File: src/rtl/matrix_issue_sched_pkg.sv
// Shared types for the matrix issue scheduler: register index, address word,
// matrix opcode and the decoded instruction held in the issue entry.
package matrix_issue_sched_pkg;

    localparam int NUM_MREGS   = 16;
    localparam int MREG_W      = $clog2(NUM_MREGS);
    localparam int ADDR_W      = 32;
    localparam int STALL_CNT_W = 16;

    typedef logic [MREG_W-1:0] mreg_t;
    typedef logic [ADDR_W-1:0] word_t;

    typedef enum logic [1:0] {
        MOP_LD   = 2'd0,
        MOP_ST   = 2'd1,
        MOP_GEMM = 2'd2,
        MOP_RSVD = 2'd3
    } mop_t;

    typedef struct packed {
        mop_t  op;
        mreg_t rd;
        mreg_t rs1;
        mreg_t rs2;
        mreg_t rs3;
        word_t addr;
    } matrix_instr_t;

endpackage

File: src/rtl/matrix_issue_sched_if.sv
// Handshake bundle between decode, the scheduler and the two matrix units.
// master = scheduler view, slave = surrounding decode/MLSU/GEMM view.
interface matrix_issue_sched_if;
    import matrix_issue_sched_pkg::*;

    // decode -> scheduler
    logic       m_valid;
    logic       m_ready;
    logic [1:0] m_op;
    mreg_t      m_rd;
    mreg_t      m_rs1;
    mreg_t      m_rs2;
    mreg_t      m_rs3;
    word_t      m_addr;

    // scheduler <-> MLSU
    logic       ls_valid;
    logic       ls_ready;
    logic       ls_store;
    mreg_t      ls_mreg;
    word_t      ls_addr;
    logic       ls_done;

    // scheduler <-> GEMM unit
    logic       g_valid;
    logic       g_ready;
    mreg_t      g_rs1;
    mreg_t      g_rs2;
    mreg_t      g_rs3;
    mreg_t      g_rd;
    logic       g_done;

    modport master (
        input  m_valid, m_op, m_rd, m_rs1, m_rs2, m_rs3, m_addr,
        output m_ready,
        output ls_valid, ls_store, ls_mreg, ls_addr,
        input  ls_ready, ls_done,
        output g_valid, g_rs1, g_rs2, g_rs3, g_rd,
        input  g_ready, g_done
    );

    modport slave (
        output m_valid, m_op, m_rd, m_rs1, m_rs2, m_rs3, m_addr,
        input  m_ready,
        input  ls_valid, ls_store, ls_mreg, ls_addr,
        output ls_ready, ls_done,
        input  g_valid, g_rs1, g_rs2, g_rs3, g_rd,
        output g_ready, g_done
    );

endinterface

File: src/rtl/matrix_issue_sched_mreg_scoreboard.sv
// Combinational matrix-register scoreboard: turns the in-flight MLSU/GEMM
// records into write-busy / read-busy vectors and flags a hazard for the
// instruction currently held in the issue entry.
module mreg_scoreboard
    import matrix_issue_sched_pkg::*;
(
    input  logic                 ls_inflight,
    input  logic                 ls_store,
    input  mreg_t                ls_mreg,
    input  logic                 g_inflight,
    input  mreg_t                g_rd,
    input  mreg_t                g_rs1,
    input  mreg_t                g_rs2,
    input  mreg_t                g_rs3,
    input  mop_t                 ent_op,
    input  mreg_t                ent_rd,
    input  mreg_t                ent_rs1,
    input  mreg_t                ent_rs2,
    input  mreg_t                ent_rs3,
    output logic [NUM_MREGS-1:0] wbusy,
    output logic [NUM_MREGS-1:0] rbusy,
    output logic                 hazard
);

    // Busy vectors from in-flight records, then RAW/WAR/WAW check for the entry
    always_comb begin
        wbusy = '0;
        rbusy = '0;
        if (ls_inflight) begin
            if (ls_store) rbusy[ls_mreg] = 1'b1;
            else          wbusy[ls_mreg] = 1'b1;
        end
        if (g_inflight) begin
            wbusy[g_rd]  = 1'b1;
            rbusy[g_rs1] = 1'b1;
            rbusy[g_rs2] = 1'b1;
            rbusy[g_rs3] = 1'b1;
        end

        hazard = 1'b0;
        case (ent_op)
            MOP_LD:   hazard = wbusy[ent_rd] || rbusy[ent_rd];
            MOP_ST:   hazard = wbusy[ent_rs1];
            MOP_GEMM: hazard = wbusy[ent_rs1] || wbusy[ent_rs2] || wbusy[ent_rs3] ||
                               wbusy[ent_rd]  || rbusy[ent_rd];
            default:  hazard = 1'b0;
        endcase
    end

endmodule

File: src/rtl/matrix_issue_sched.sv
// Single-entry matrix issue scheduler: holds one decoded ld.m/st.m/gemm,
// waits out register hazards, issues to the MLSU or GEMM unit and tracks
// one in-flight operation per unit until its done pulse.
module matrix_issue_sched
    import matrix_issue_sched_pkg::*;
(
    input  logic                   CLK,
    input  logic                   nRST,
    matrix_issue_sched_if.master   bus,
    input  logic                   drain_req,
    output logic                   drained,
    output logic                   err,
    output logic [STALL_CNT_W-1:0] stall_cnt
);

    matrix_instr_t          ent_q, ent_d, in_instr;
    logic                   ent_valid_q, ent_valid_d;
    logic                   ls_inflight_q, ls_inflight_d;
    logic                   g_inflight_q, g_inflight_d;
    logic                   ls_store_q, ls_store_d;
    mreg_t                  ls_mreg_q, ls_mreg_d;
    mreg_t                  g_rd_q, g_rd_d, g_rs1_q, g_rs1_d, g_rs2_q, g_rs2_d, g_rs3_q, g_rs3_d;
    logic                   err_q, err_d;
    logic [STALL_CNT_W-1:0] stall_cnt_q, stall_cnt_d;

    logic [NUM_MREGS-1:0]   wbusy, rbusy;
    logic                   hazard;
    logic                   ent_is_ls, ent_is_st;
    logic                   ls_valid, g_valid, ls_fire, g_fire, issue_fire;
    logic                   m_ready, accept;
    mreg_t                  ent_ls_mreg;

    mreg_scoreboard u_sb (
        .ls_inflight (ls_inflight_q),
        .ls_store    (ls_store_q),
        .ls_mreg     (ls_mreg_q),
        .g_inflight  (g_inflight_q),
        .g_rd        (g_rd_q),
        .g_rs1       (g_rs1_q),
        .g_rs2       (g_rs2_q),
        .g_rs3       (g_rs3_q),
        .ent_op      (ent_q.op),
        .ent_rd      (ent_q.rd),
        .ent_rs1     (ent_q.rs1),
        .ent_rs2     (ent_q.rs2),
        .ent_rs3     (ent_q.rs3),
        .wbusy       (wbusy),
        .rbusy       (rbusy),
        .hazard      (hazard)
    );

    assign in_instr = '{op:   mop_t'(bus.m_op),
                        rd:   bus.m_rd,
                        rs1:  bus.m_rs1,
                        rs2:  bus.m_rs2,
                        rs3:  bus.m_rs3,
                        addr: bus.m_addr};

    // A store sends its data source to the MLSU, a load its destination
    assign ent_is_st   = (ent_q.op == MOP_ST);
    assign ent_is_ls   = (ent_q.op == MOP_LD) || ent_is_st;
    assign ent_ls_mreg = ent_is_st ? ent_q.rs1 : ent_q.rd;

    assign ls_valid   = ent_valid_q && ent_is_ls && !hazard && !ls_inflight_q;
    assign g_valid    = ent_valid_q && (ent_q.op == MOP_GEMM) && !hazard && !g_inflight_q;
    assign ls_fire    = ls_valid && bus.ls_ready;
    assign g_fire     = g_valid && bus.g_ready;
    assign issue_fire = ls_fire || g_fire;
    assign m_ready    = !drain_req && (!ent_valid_q || issue_fire);
    assign accept     = bus.m_valid && m_ready;

    assign bus.m_ready  = m_ready;
    assign bus.ls_valid = ls_valid;
    assign bus.ls_store = ent_is_st;
    assign bus.ls_mreg  = ent_ls_mreg;
    assign bus.ls_addr  = ent_q.addr;
    assign bus.g_valid  = g_valid;
    assign bus.g_rd     = ent_q.rd;
    assign bus.g_rs1    = ent_q.rs1;
    assign bus.g_rs2    = ent_q.rs2;
    assign bus.g_rs3    = ent_q.rs3;

    // Every in-flight op marks at least one busy bit, so an all-clear
    // scoreboard means both units are idle
    assign drained   = !ent_valid_q && !(|wbusy) && !(|rbusy);
    assign err       = err_q;
    assign stall_cnt = stall_cnt_q;

    // Next-state for entry, in-flight flags/records, error and stall counter
    always_comb begin
        ent_valid_d = ent_valid_q;
        if (issue_fire) ent_valid_d = 1'b0;
        if (accept)     ent_valid_d = (in_instr.op != MOP_RSVD);
        ent_d = accept ? in_instr : ent_q;

        // A unit never fires while busy, so fire and done cannot collide on one flag
        ls_inflight_d = ls_inflight_q;
        if (bus.ls_done) ls_inflight_d = 1'b0;
        if (ls_fire)     ls_inflight_d = 1'b1;
        g_inflight_d = g_inflight_q;
        if (bus.g_done)  g_inflight_d = 1'b0;
        if (g_fire)      g_inflight_d = 1'b1;

        ls_store_d = ls_fire ? ent_is_st   : ls_store_q;
        ls_mreg_d  = ls_fire ? ent_ls_mreg : ls_mreg_q;
        g_rd_d     = g_fire  ? ent_q.rd    : g_rd_q;
        g_rs1_d    = g_fire  ? ent_q.rs1   : g_rs1_q;
        g_rs2_d    = g_fire  ? ent_q.rs2   : g_rs2_q;
        g_rs3_d    = g_fire  ? ent_q.rs3   : g_rs3_q;

        err_d = err_q
              || (accept && (in_instr.op == MOP_RSVD))
              || (bus.ls_done && !ls_inflight_q)
              || (bus.g_done  && !g_inflight_q);

        stall_cnt_d = stall_cnt_q;
        if (ent_valid_q && hazard && (stall_cnt_q != {STALL_CNT_W{1'b1}}))
            stall_cnt_d = stall_cnt_q + 1'b1;
    end

    // Control state; reset discards the entry and any in-flight tracking
    always_ff @(posedge CLK or negedge nRST) begin
        if (!nRST) begin
            ent_valid_q   <= 1'b0;
            ls_inflight_q <= 1'b0;
            g_inflight_q  <= 1'b0;
            err_q         <= 1'b0;
            stall_cnt_q   <= '0;
        end else begin
            ent_valid_q   <= ent_valid_d;
            ls_inflight_q <= ls_inflight_d;
            g_inflight_q  <= g_inflight_d;
            err_q         <= err_d;
            stall_cnt_q   <= stall_cnt_d;
        end
    end

    // Payload state; only meaningful while the matching valid/in-flight flag is set
    always_ff @(posedge CLK) begin
        ent_q      <= ent_d;
        ls_store_q <= ls_store_d;
        ls_mreg_q  <= ls_mreg_d;
        g_rd_q     <= g_rd_d;
        g_rs1_q    <= g_rs1_d;
        g_rs2_q    <= g_rs2_d;
        g_rs3_q    <= g_rs3_d;
    end

endmodule

File: src/flat_wrapper.sv
// flat-port wrapper written by rule: the top's interface ports become plain ports
module matrix_issue_sched_flat import matrix_issue_sched_pkg::*;
  (CLK, nRST, drain_req, drained, err, stall_cnt, bus_m_valid, bus_m_op, bus_m_rd, bus_m_rs1, bus_m_rs2, bus_m_rs3, bus_m_addr, bus_m_ready, bus_ls_valid, bus_ls_store, bus_ls_mreg, bus_ls_addr, bus_ls_ready, bus_ls_done, bus_g_valid, bus_g_rs1, bus_g_rs2, bus_g_rs3, bus_g_rd, bus_g_ready, bus_g_done);
  matrix_issue_sched_if bus_i ();
  input  logic CLK;
  input  logic nRST;
  input  logic drain_req;
  output logic drained;
  output logic err;
  output logic [STALL_CNT_W-1:0] stall_cnt;
  input wire logic [$bits(bus_i.m_valid)-1:0] bus_m_valid;
  input wire logic [$bits(bus_i.m_op)-1:0] bus_m_op;
  input wire logic [$bits(bus_i.m_rd)-1:0] bus_m_rd;
  input wire logic [$bits(bus_i.m_rs1)-1:0] bus_m_rs1;
  input wire logic [$bits(bus_i.m_rs2)-1:0] bus_m_rs2;
  input wire logic [$bits(bus_i.m_rs3)-1:0] bus_m_rs3;
  input wire logic [$bits(bus_i.m_addr)-1:0] bus_m_addr;
  output wire logic [$bits(bus_i.m_ready)-1:0] bus_m_ready;
  output wire logic [$bits(bus_i.ls_valid)-1:0] bus_ls_valid;
  output wire logic [$bits(bus_i.ls_store)-1:0] bus_ls_store;
  output wire logic [$bits(bus_i.ls_mreg)-1:0] bus_ls_mreg;
  output wire logic [$bits(bus_i.ls_addr)-1:0] bus_ls_addr;
  input wire logic [$bits(bus_i.ls_ready)-1:0] bus_ls_ready;
  input wire logic [$bits(bus_i.ls_done)-1:0] bus_ls_done;
  output wire logic [$bits(bus_i.g_valid)-1:0] bus_g_valid;
  output wire logic [$bits(bus_i.g_rs1)-1:0] bus_g_rs1;
  output wire logic [$bits(bus_i.g_rs2)-1:0] bus_g_rs2;
  output wire logic [$bits(bus_i.g_rs3)-1:0] bus_g_rs3;
  output wire logic [$bits(bus_i.g_rd)-1:0] bus_g_rd;
  input wire logic [$bits(bus_i.g_ready)-1:0] bus_g_ready;
  input wire logic [$bits(bus_i.g_done)-1:0] bus_g_done;
  assign bus_i.m_valid = bus_m_valid;
  assign bus_i.m_op = bus_m_op;
  assign bus_i.m_rd = bus_m_rd;
  assign bus_i.m_rs1 = bus_m_rs1;
  assign bus_i.m_rs2 = bus_m_rs2;
  assign bus_i.m_rs3 = bus_m_rs3;
  assign bus_i.m_addr = bus_m_addr;
  assign bus_m_ready = bus_i.m_ready;
  assign bus_ls_valid = bus_i.ls_valid;
  assign bus_ls_store = bus_i.ls_store;
  assign bus_ls_mreg = bus_i.ls_mreg;
  assign bus_ls_addr = bus_i.ls_addr;
  assign bus_i.ls_ready = bus_ls_ready;
  assign bus_i.ls_done = bus_ls_done;
  assign bus_g_valid = bus_i.g_valid;
  assign bus_g_rs1 = bus_i.g_rs1;
  assign bus_g_rs2 = bus_i.g_rs2;
  assign bus_g_rs3 = bus_i.g_rs3;
  assign bus_g_rd = bus_i.g_rd;
  assign bus_i.g_ready = bus_g_ready;
  assign bus_i.g_done = bus_g_done;
  matrix_issue_sched u_core (.CLK(CLK), .nRST(nRST), .bus(bus_i), .drain_req(drain_req), .drained(drained), .err(err), .stall_cnt(stall_cnt));
endmodule
File: config.mk
export PLATFORM = sky130hd
export DESIGN_NAME = matrix_issue_sched_flat
export DESIGN_NICKNAME = d
export VERILOG_FILES = /design/src/rtl/matrix_issue_sched_pkg.sv /design/src/rtl/matrix_issue_sched_if.sv /design/src/rtl/matrix_issue_sched_mreg_scoreboard.sv /design/src/rtl/matrix_issue_sched.sv /design/src/flat_wrapper.sv
export SDC_FILE = /design/constraint.sdc
export NUM_CORES = 1
export LEC_CHECK = 0
export ABC_AREA = 1
export ABC_CLOCK_PERIOD_IN_PS = 5900
export CAP_MARGIN = 10
export CORE_MARGIN = 1
export CORE_UTILIZATION = 45
export DETAILED_ROUTE_END_ITERATION = 8
export PLACE_DENSITY = 0.73
export SLEW_MARGIN = 20
export SYNTH_ARGS = -nofsm -noshare
export SYNTH_HDL_FRONTEND = slang
export SYNTH_SLANG_ARGS = --single-unit
File: constraint.sdc
create_clock -name CLK -period 5.9 [get_ports CLK]
set_input_delay 0.59 -clock CLK [delete_from_list [all_inputs] [get_ports CLK]]
set_output_delay 0.59 -clock CLK [all_outputs]
set_load 0.05 [all_outputs]
==> results.json, run 1 <==
{
  "synth-seq-area-share_pct": 46.3,
  "dpl.hpwl_um": 13100,
  "r2r-end": "u_core.bus.ls_addr[4]",
  "ys.flop_type": "edfxtp_1",
  "synth.avg_cell_area_sq_um": 7.89,
  "async_reset_ff_share_pct": 22.0,
  "initial_core_util_pct": 46.8,
  "hold_viol_final": 0,
  "dieArea_sq_um": 13100,
  "period_needed_ns": 4.60,
  "yosys.area.top_type_share_pct": 37.5,
  "hold_buffers": 0,
  "max-slew-margin-rel_pct": 36.3,
  "cts.reportedPaths.clkPinSlew_ns": 0.07,
  "io_buffers": 131,
  "grt_usage_pct": 27.4,
  "fillerInstances": 1081,
  "crit_chain": "inv_1 > nor3_1 > nand2_1 > nand2_1 > nand2_1 > nand3_1 > nand3_1 > nand3b_1 > nand2_1 > nand3_1 > nand2_1 > nand2_1 > nand2_2 > nand4_1 > nand3_1 > nand2_1 > inv_1 > clkdlybuf4s50_1",
  "min_path_type": "input port to async pin",
  "grt_pass1_wl_um": 26800,
  "p_comb_share_pct": 28.0,
  "postRouteAntennaNets": 0,
  "wirelength_um": 16900,
  "yosysWarnings": 0,
  "htreeDepth": 3,
  "post-route-util_pct": 58.2,
  "hold-worst-slack_ns": 0.193,
  "antenna_cells": 0,
  "status": "finished clean",
  "cts_tree": "built",
  "clk_latency_ns": 0.35,
  "synthesis.nets": 780,
  "synth_cell_types": 31,
  "ys_ff_latch": 91,
  "worstReg2RegStart": "u_core.g_inflight_q",
  "synth_edf_count": 71,
  "cts_resized": 0,
  "p_leak_nw": 3.01,
  "die_h_um": 114,
  "synthesis.area_sq_um": 5690,
  "numCtsBuffers": 9,
  "cp-start-kind": "flip-flop",
  "fin_crit_sh_pct": 78.0,
  "clockBufferDepth": 2,
  "worstPathArrival_ns": 4.01,
  "clockPowerShare_pct": 28.9,
  "end_kind": "primary output",
  "pwr-share-seq_pct": 43.1,
  "synth_top_area_cell": "edfxtp_1",
  "wl_per_cell_um": 17.3,
  "fin_cells": 977,
  "finClkSkew_ns": 0.0106,
  "cts_setup_buffers": 0,
  "crit_required_ns": 5.31,
  "critPathKind": "flip-flop to primary output",
  "vias": 5255,
  "vias_per_cell": 5.38,
  "switching_share_pct": 35.6,
  "yosys-top-cells-area": "edfxtp_1, nand2_1, nand3_1",
  "coreArea_sq_um": 12200,
  "row_count": 40,
  "grt_pass1_vias": 5154,
  "finalMaxSlewViolations": 0,
  "final-setup-viol-count": 0,
  "fin_tns_setup_ns": 0,
  "grt_max_degree": 30,
  "switchingPower_w": 0.000677,
  "worst_slew_pin_slew_ns": 0.956,
  "cpPeakStageDelay_ns": 0.97,
  "root_buffer": "clkbuf_16",
  "synth_most_common_cell": "nand2_1",
  "synthTopCellsByCount": "nand2_1, nand3_1, inv_1",
  "die_w_um": 114,
  "synthToLayoutAreaGrowth_pct": 24.3,
  "drt_iter0_drc": 461,
  "p_int_w": 0.00122,
  "pin_count": 132,
  "p_per_area_nw_per_um2": 269,
  "fmax_mhz": 217,
  "overflow": 0,
  "drc": 0,
  "rsz0062_at_grt": "no",
  "total_power_w": 0.00190,
  "first_pass_iters": 5,
  "drive_gt1_share_pct": 5.81,
  "clkSinkCount": 91,
  "regToRegSetupSlack_ns": 1.89,
  "fin_nets": 863,
  "r2r_cells": 20,
  "slowest_stage": "dfrtp_1",
  "gp_congestion": 1.06,
  "peakVddDrop_uv": 300,
  "max_cap_violations": 0,
  "antenna_found_initial": 0,
  "path_max_fanout": 29,
  "crit_top_cell": "nand2_1",
  "netlist_instances": 721,
  "placed_cells": 961
}
-- power groups by stage --
stage | clock, W | combinational [W] | sequential (W)
5_1_grt | 0.000585 | 0.000569 | 0.000827
4_1_cts | 0.000559 | 0.000532 | 0.000818
3_3_place_gp | 0 | 0.000526 | 0.000831
2_1_floorplan | 0 | 0.000330 | 0.000863
6_report | 0.000549 | 0.000532 | 0.000819
3_5_place_dp | 0 | 0.000529 | 0.000830
-- cells by family after synthesis --
logic type                 count (synthesis)  synth area share, %
xor gates and xnor gates                  15                 2.44
and+or+nand+nor                          446                 35.5
AOI/OAI and AO/OA                         25                 2.51
buffers and inverters                    143                 13.1
adders and majority gates                  1                0.220
DFF                                       91                 46.3
-- worst max-delay path: cells and delay by family (launching register included) --
family                 cells  cell delay (ns)
AND/OR/NAND/NOR           15             1.71
flip-flops                 1             0.97
buffers and inverters      3             0.97
-- how the worst max path moves through the flow --
stage	from	endpoint	slack [ns]	cells after the start
detailed placement	u_core.g_inflight_q	bus_m_ready	1.73	18
global placement	u_core.g_inflight_q	bus_m_ready	1.84	18
global route	u_core.g_inflight_q	bus_m_ready	0.85	18
finish	u_core.g_inflight_q	bus_m_ready	1.30	18
CTS	u_core.g_inflight_q	bus_m_ready	1.35	18
floorplan	u_core.g_inflight_q	u_core.bus.g_rd[0]	1.50	16
-- flip-flops by register name (all words and copies together), names as in the netlist, 2 cells and up --
name / flops
u_core.g_rs3_q: 4
u_core.g_rs2_q: 4
u_core.bus.g_rs3: 4
u_core.bus.ls_addr: 32
u_core.bus.g_rs1: 4
u_core.g_rd_q: 4
u_core.g_rs1_q: 4
u_core.ent_q: 2
u_core.bus.g_rd: 4
u_core.bus.g_rs2: 4
u_core.ls_mreg_q: 4
u_core.stall_cnt: 16
-- final cells by class --
| type | count | area [sq um] | area share, % |
|---|---|---|---|
| Clock buffer | 9 | 225 | 3.18 |
| Tap cell | 168 | 210 | 2.97 |
| Clock inverter | 7 | 57.6 | 0.814 |
| Timing Repair Buffer | 133 | 1320 | 18.7 |
| Multi-Input combinational cell | 487 | 2320 | 32.8 |
| Inverter | 82 | 308 | 4.35 |
| Sequential cell | 91 | 2630 | 37.2 |
-- routing by layer --
layer | vias to the layer above | share of wire (%) | global-route usage (%)
met5 | - | 0 | 0
met4 | 0 | 2.9 | 13.1
li1 | 2504 | - | -
met2 | 304 | 47 | 44.0
met1 | 2411 | 40 | 34.1
met3 | 36 | 11 | 7.68
-- stage by stage --
step                      instance area [sq um]  worst slack (ns)
after floorplan                            5690              1.50
after global placement                     6800              1.84
after detailed placement                   6800              1.73
after CTS                                  7080              1.35
after global routing                       7070             0.849
final                                      7070              1.30
-- placed cells by master, fill, tap and decap left out, types with 11 or more instances in the layout --
master	Yosys	routed
nand2_1	193	193
nand2_2	11	11
o21ai_0	13	13
inv_1	80	80
dfrtp_1	20	20
nand3_1	136	136
xor2_1	12	12
clkdlybuf4s50_1	0	130
edfxtp_1	71	71
nor2_1	59	58
nor3_1	13	13
(Power assumes the default switching activity.)
==> run 2, diff against run 1 <==
ABC_CLOCK_PERIOD_IN_PS = 3900   (was 5900)
PLACE_DENSITY = 0.76   (was 0.73)
clock period = 3.9 ns   (was 5.9 ns; I/O delays follow)
==> run 2 against run 1 <==
Power is 53% higher. Critical path depth is 1 higher. Clock power is 57% higher. Count of clock-buffer cells in the layout stayed put.
==> results.json, run 2 (same netlist as run 1, synthesis figures left out) <==
{
  "root_buffer": "clkbuf_16",
  "p_comb_share_pct": 28.4,
  "numCtsBuffers": 9,
  "placed_cells": 968,
  "period_needed_ns": 3.66,
  "slowest_stage": "clkdlybuf4s50_1",
  "seq_area_sq_um": 2630,
  "finalMaxSlewViolations": 0,
  "htreeDepth": 3,
  "crit_top_cell": "nand2_1",
  "final-setup-viol-count": 0,
  "cts.reportedPaths.clkPinSlew_ns": 0.07,
  "fin_area_sq_um": 7140,
  "p_int_w": 0.00186,
  "max-slew-margin-rel_pct": 35.6,
  "gp_congestion": 0.984,
  "initial_core_util_pct": 46.8,
  "cts_resized": 1,
  "antenna_cells": 0,
  "max_cap_violations": 0,
  "r2r_cells": 21,
  "grt_pass1_wl_um": 26000,
  "fin_crit_sh_pct": 93.8,
  "worstReg2RegStart": "u_core.ls_mreg_q[1]",
  "dpl_cell_area_sq_um": 6850,
  "hold_viol_final": 0,
  "rsz0062_at_grt": "no",
  "fmax_mhz": 273,
  "cpPeakStageDelay_ns": 0.81,
  "clockBufferDepth": 2,
  "dieArea_sq_um": 13100,
  "fin_cells": 984,
  "use_met2_pct": 42.8,
  "dpl.hpwl_um": 13000,
  "coreArea_sq_um": 12200,
  "multi_input_area_sq_um": 2320,
  "switchingPower_w": 0.00105,
  "hold_buffers": 0,
  "largest_reg_flops": 32,
  "clockPowerShare_pct": 29.6,
  "worstHoldPathCells": 1,
  "wirelength_um": 16800,
  "status": "finished clean",
  "pin_count": 132,
  "r2r-end": "u_core.bus.ls_addr[6]",
  "synthToLayoutAreaGrowth_pct": 25.4,
  "grt_pass1_vias": 5184,
  "globalRouteMet1Util_pct": 32.2,
  "worstHoldStart": "u_core.stall_cnt[2]",
  "peakVddDrop_uv": 403,
  "cts_tree": "built",
  "wl_per_cell_um": 17.0,
  "p_per_area_nw_per_um2": 408,
  "min_to": "u_core.stall_cnt[2]",
  "min_path_type": "flip-flop to flip-flop",
  "postRouteAntennaNets": 0,
  "clk_latency_ns": 0.35,
  "crit_family": "simple AND/OR/NAND/NOR gates",
  "busiest_layer": "met2",
  "switching_share_pct": 36.1,
  "layout_common_cells": "nand2_1, nand3_1, clkdlybuf4s50_1, inv_1, edfxtp_1",
  "worst_slew_pin_slew_ns": 0.962,
  "vias_per_cell": 5.38,
  "crit_required_ns": 3.51,
  "clkSinkCount": 91,
  "vias": 5298,
  "drt_iter0_drc": 691,
  "regToRegSetupSlack_ns": 0.46,
  "p_leak_nw": 3.07,
  "end_kind": "primary output",
  "final_common_cell": "nand2_1",
  "die_h_um": 114,
  "crit_buf_inv": 4,
  "fin_nets": 870,
  "cp-start-kind": "flip-flop",
  "critPathKind": "flip-flop to primary output",
  "die_w_um": 114,
  "drc": 0,
  "fillerInstances": 1100,
  "drive_gt1_share_pct": 6.74,
  "first_pass_iters": 7,
  "row_count": 40,
  "overflow": 0,
  "pwr-share-seq_pct": 41.9,
  "path_max_fanout": 6,
  "crit_chain": "inv_1 > nand2_1 > nor2_1 > nand2_2 > nand3_1 > nand3_1 > nand2_1 > nor2_1 > nand3_1 > nand2_1 > inv_1 > nand2_1 > nand2_1 > inv_1 > nand2_1 > nand2_2 > nand2_1 > nor2_1 > clkdlybuf4s50_1",
  "use_met3_pct": 6.19,
  "antenna_found_initial": 0,
  "finClkSkew_ns": 0.00505,
  "grt_max_degree": 47,
  "post-route-util_pct": 58.7,
  "cts_setup_buffers": 0,
  "fin_tns_setup_ns": 0,
  "worstPathArrival_ns": 3.27,
  "grt_usage_pct": 26.3,
  "io_buffers": 131
}
-- run 2: how the worst max path moves through the flow --
stage | from | to | slack [ns] | cells past startpoint
6_report | u_core.ls_mreg_q[1] | bus_g_valid | 0.24 | 19
3_3_place_gp | u_core.ls_mreg_q[1] | bus_m_ready | 0.34 | 21
3_5_place_dp | u_core.ls_mreg_q[1] | bus_m_ready | 0.38 | 21
5_1_grt | u_core.ls_mreg_q[0] | bus_g_valid | 0.05 | 19
4_1_cts | u_core.ls_mreg_q[1] | bus_ls_valid | 0.16 | 19
2_1_floorplan | u_core.g_inflight_q | u_core.bus.g_rd[0] | 0.33 | 16
-- run 2: routing by layer --
| metal | vias to the layer above | routed length, um | share of wire, % |
|---|---|---|---|
| met5 | - | 0 | 0 |
| met4 | 0 | 632 | 3.8 |
| met3 | 50 | 1530 | 9.1 |
| met2 | 269 | 7890 | 47 |
| met1 | 2458 | 6710 | 40 |
| li1 | 2521 | - | - |
-- run 2: area by class of cell --
class,count,share of cell area (%)
inverters,82,4.31
clock buffers,9,3.16
repair buffers,140,19.3
clock inverters,7,0.929
multi-input cells,487,32.5
well taps,168,2.94
flip-flops and latches,91,36.9
-- run 2: per-stage QoR --
| stage | setup slack (ns) | total power [W] | hold WS [ns] |
|---|---|---|---|
| 3_3_place_gp | 0.336 | 0.00206 | 0.484 |
| 4_1_cts | 0.160 | 0.00293 | 0.506 |
| 2_1_floorplan | 0.329 | 0.00180 | 0.0944 |
| 5_1_grt | 0.0540 | 0.00302 | 0.513 |
| 3_5_place_dp | 0.380 | 0.00206 | 0.488 |
| 6_report | 0.241 | 0.00291 | 0.505 |
-- run 2: worst reg2reg max path, delay by kind of cell, from the launching register on --
kind | cells | cell delay (ns)
AND/OR/NAND/NOR | 17 | 1.84
buffers and inverters | 4 | 0.67
flip-flops | 1 | 0.52
-- run 2: power groups by stage --
stage	combinational, W	clock (W)	sequential [W]
after global placement	0.000819	0	0.00124
after floorplan	0.000500	0	0.00130
after CTS	0.000827	0.000883	0.00122
final	0.000828	0.000864	0.00122
after global routing	0.000877	0.000909	0.00123
after detailed placement	0.000822	0	0.00124
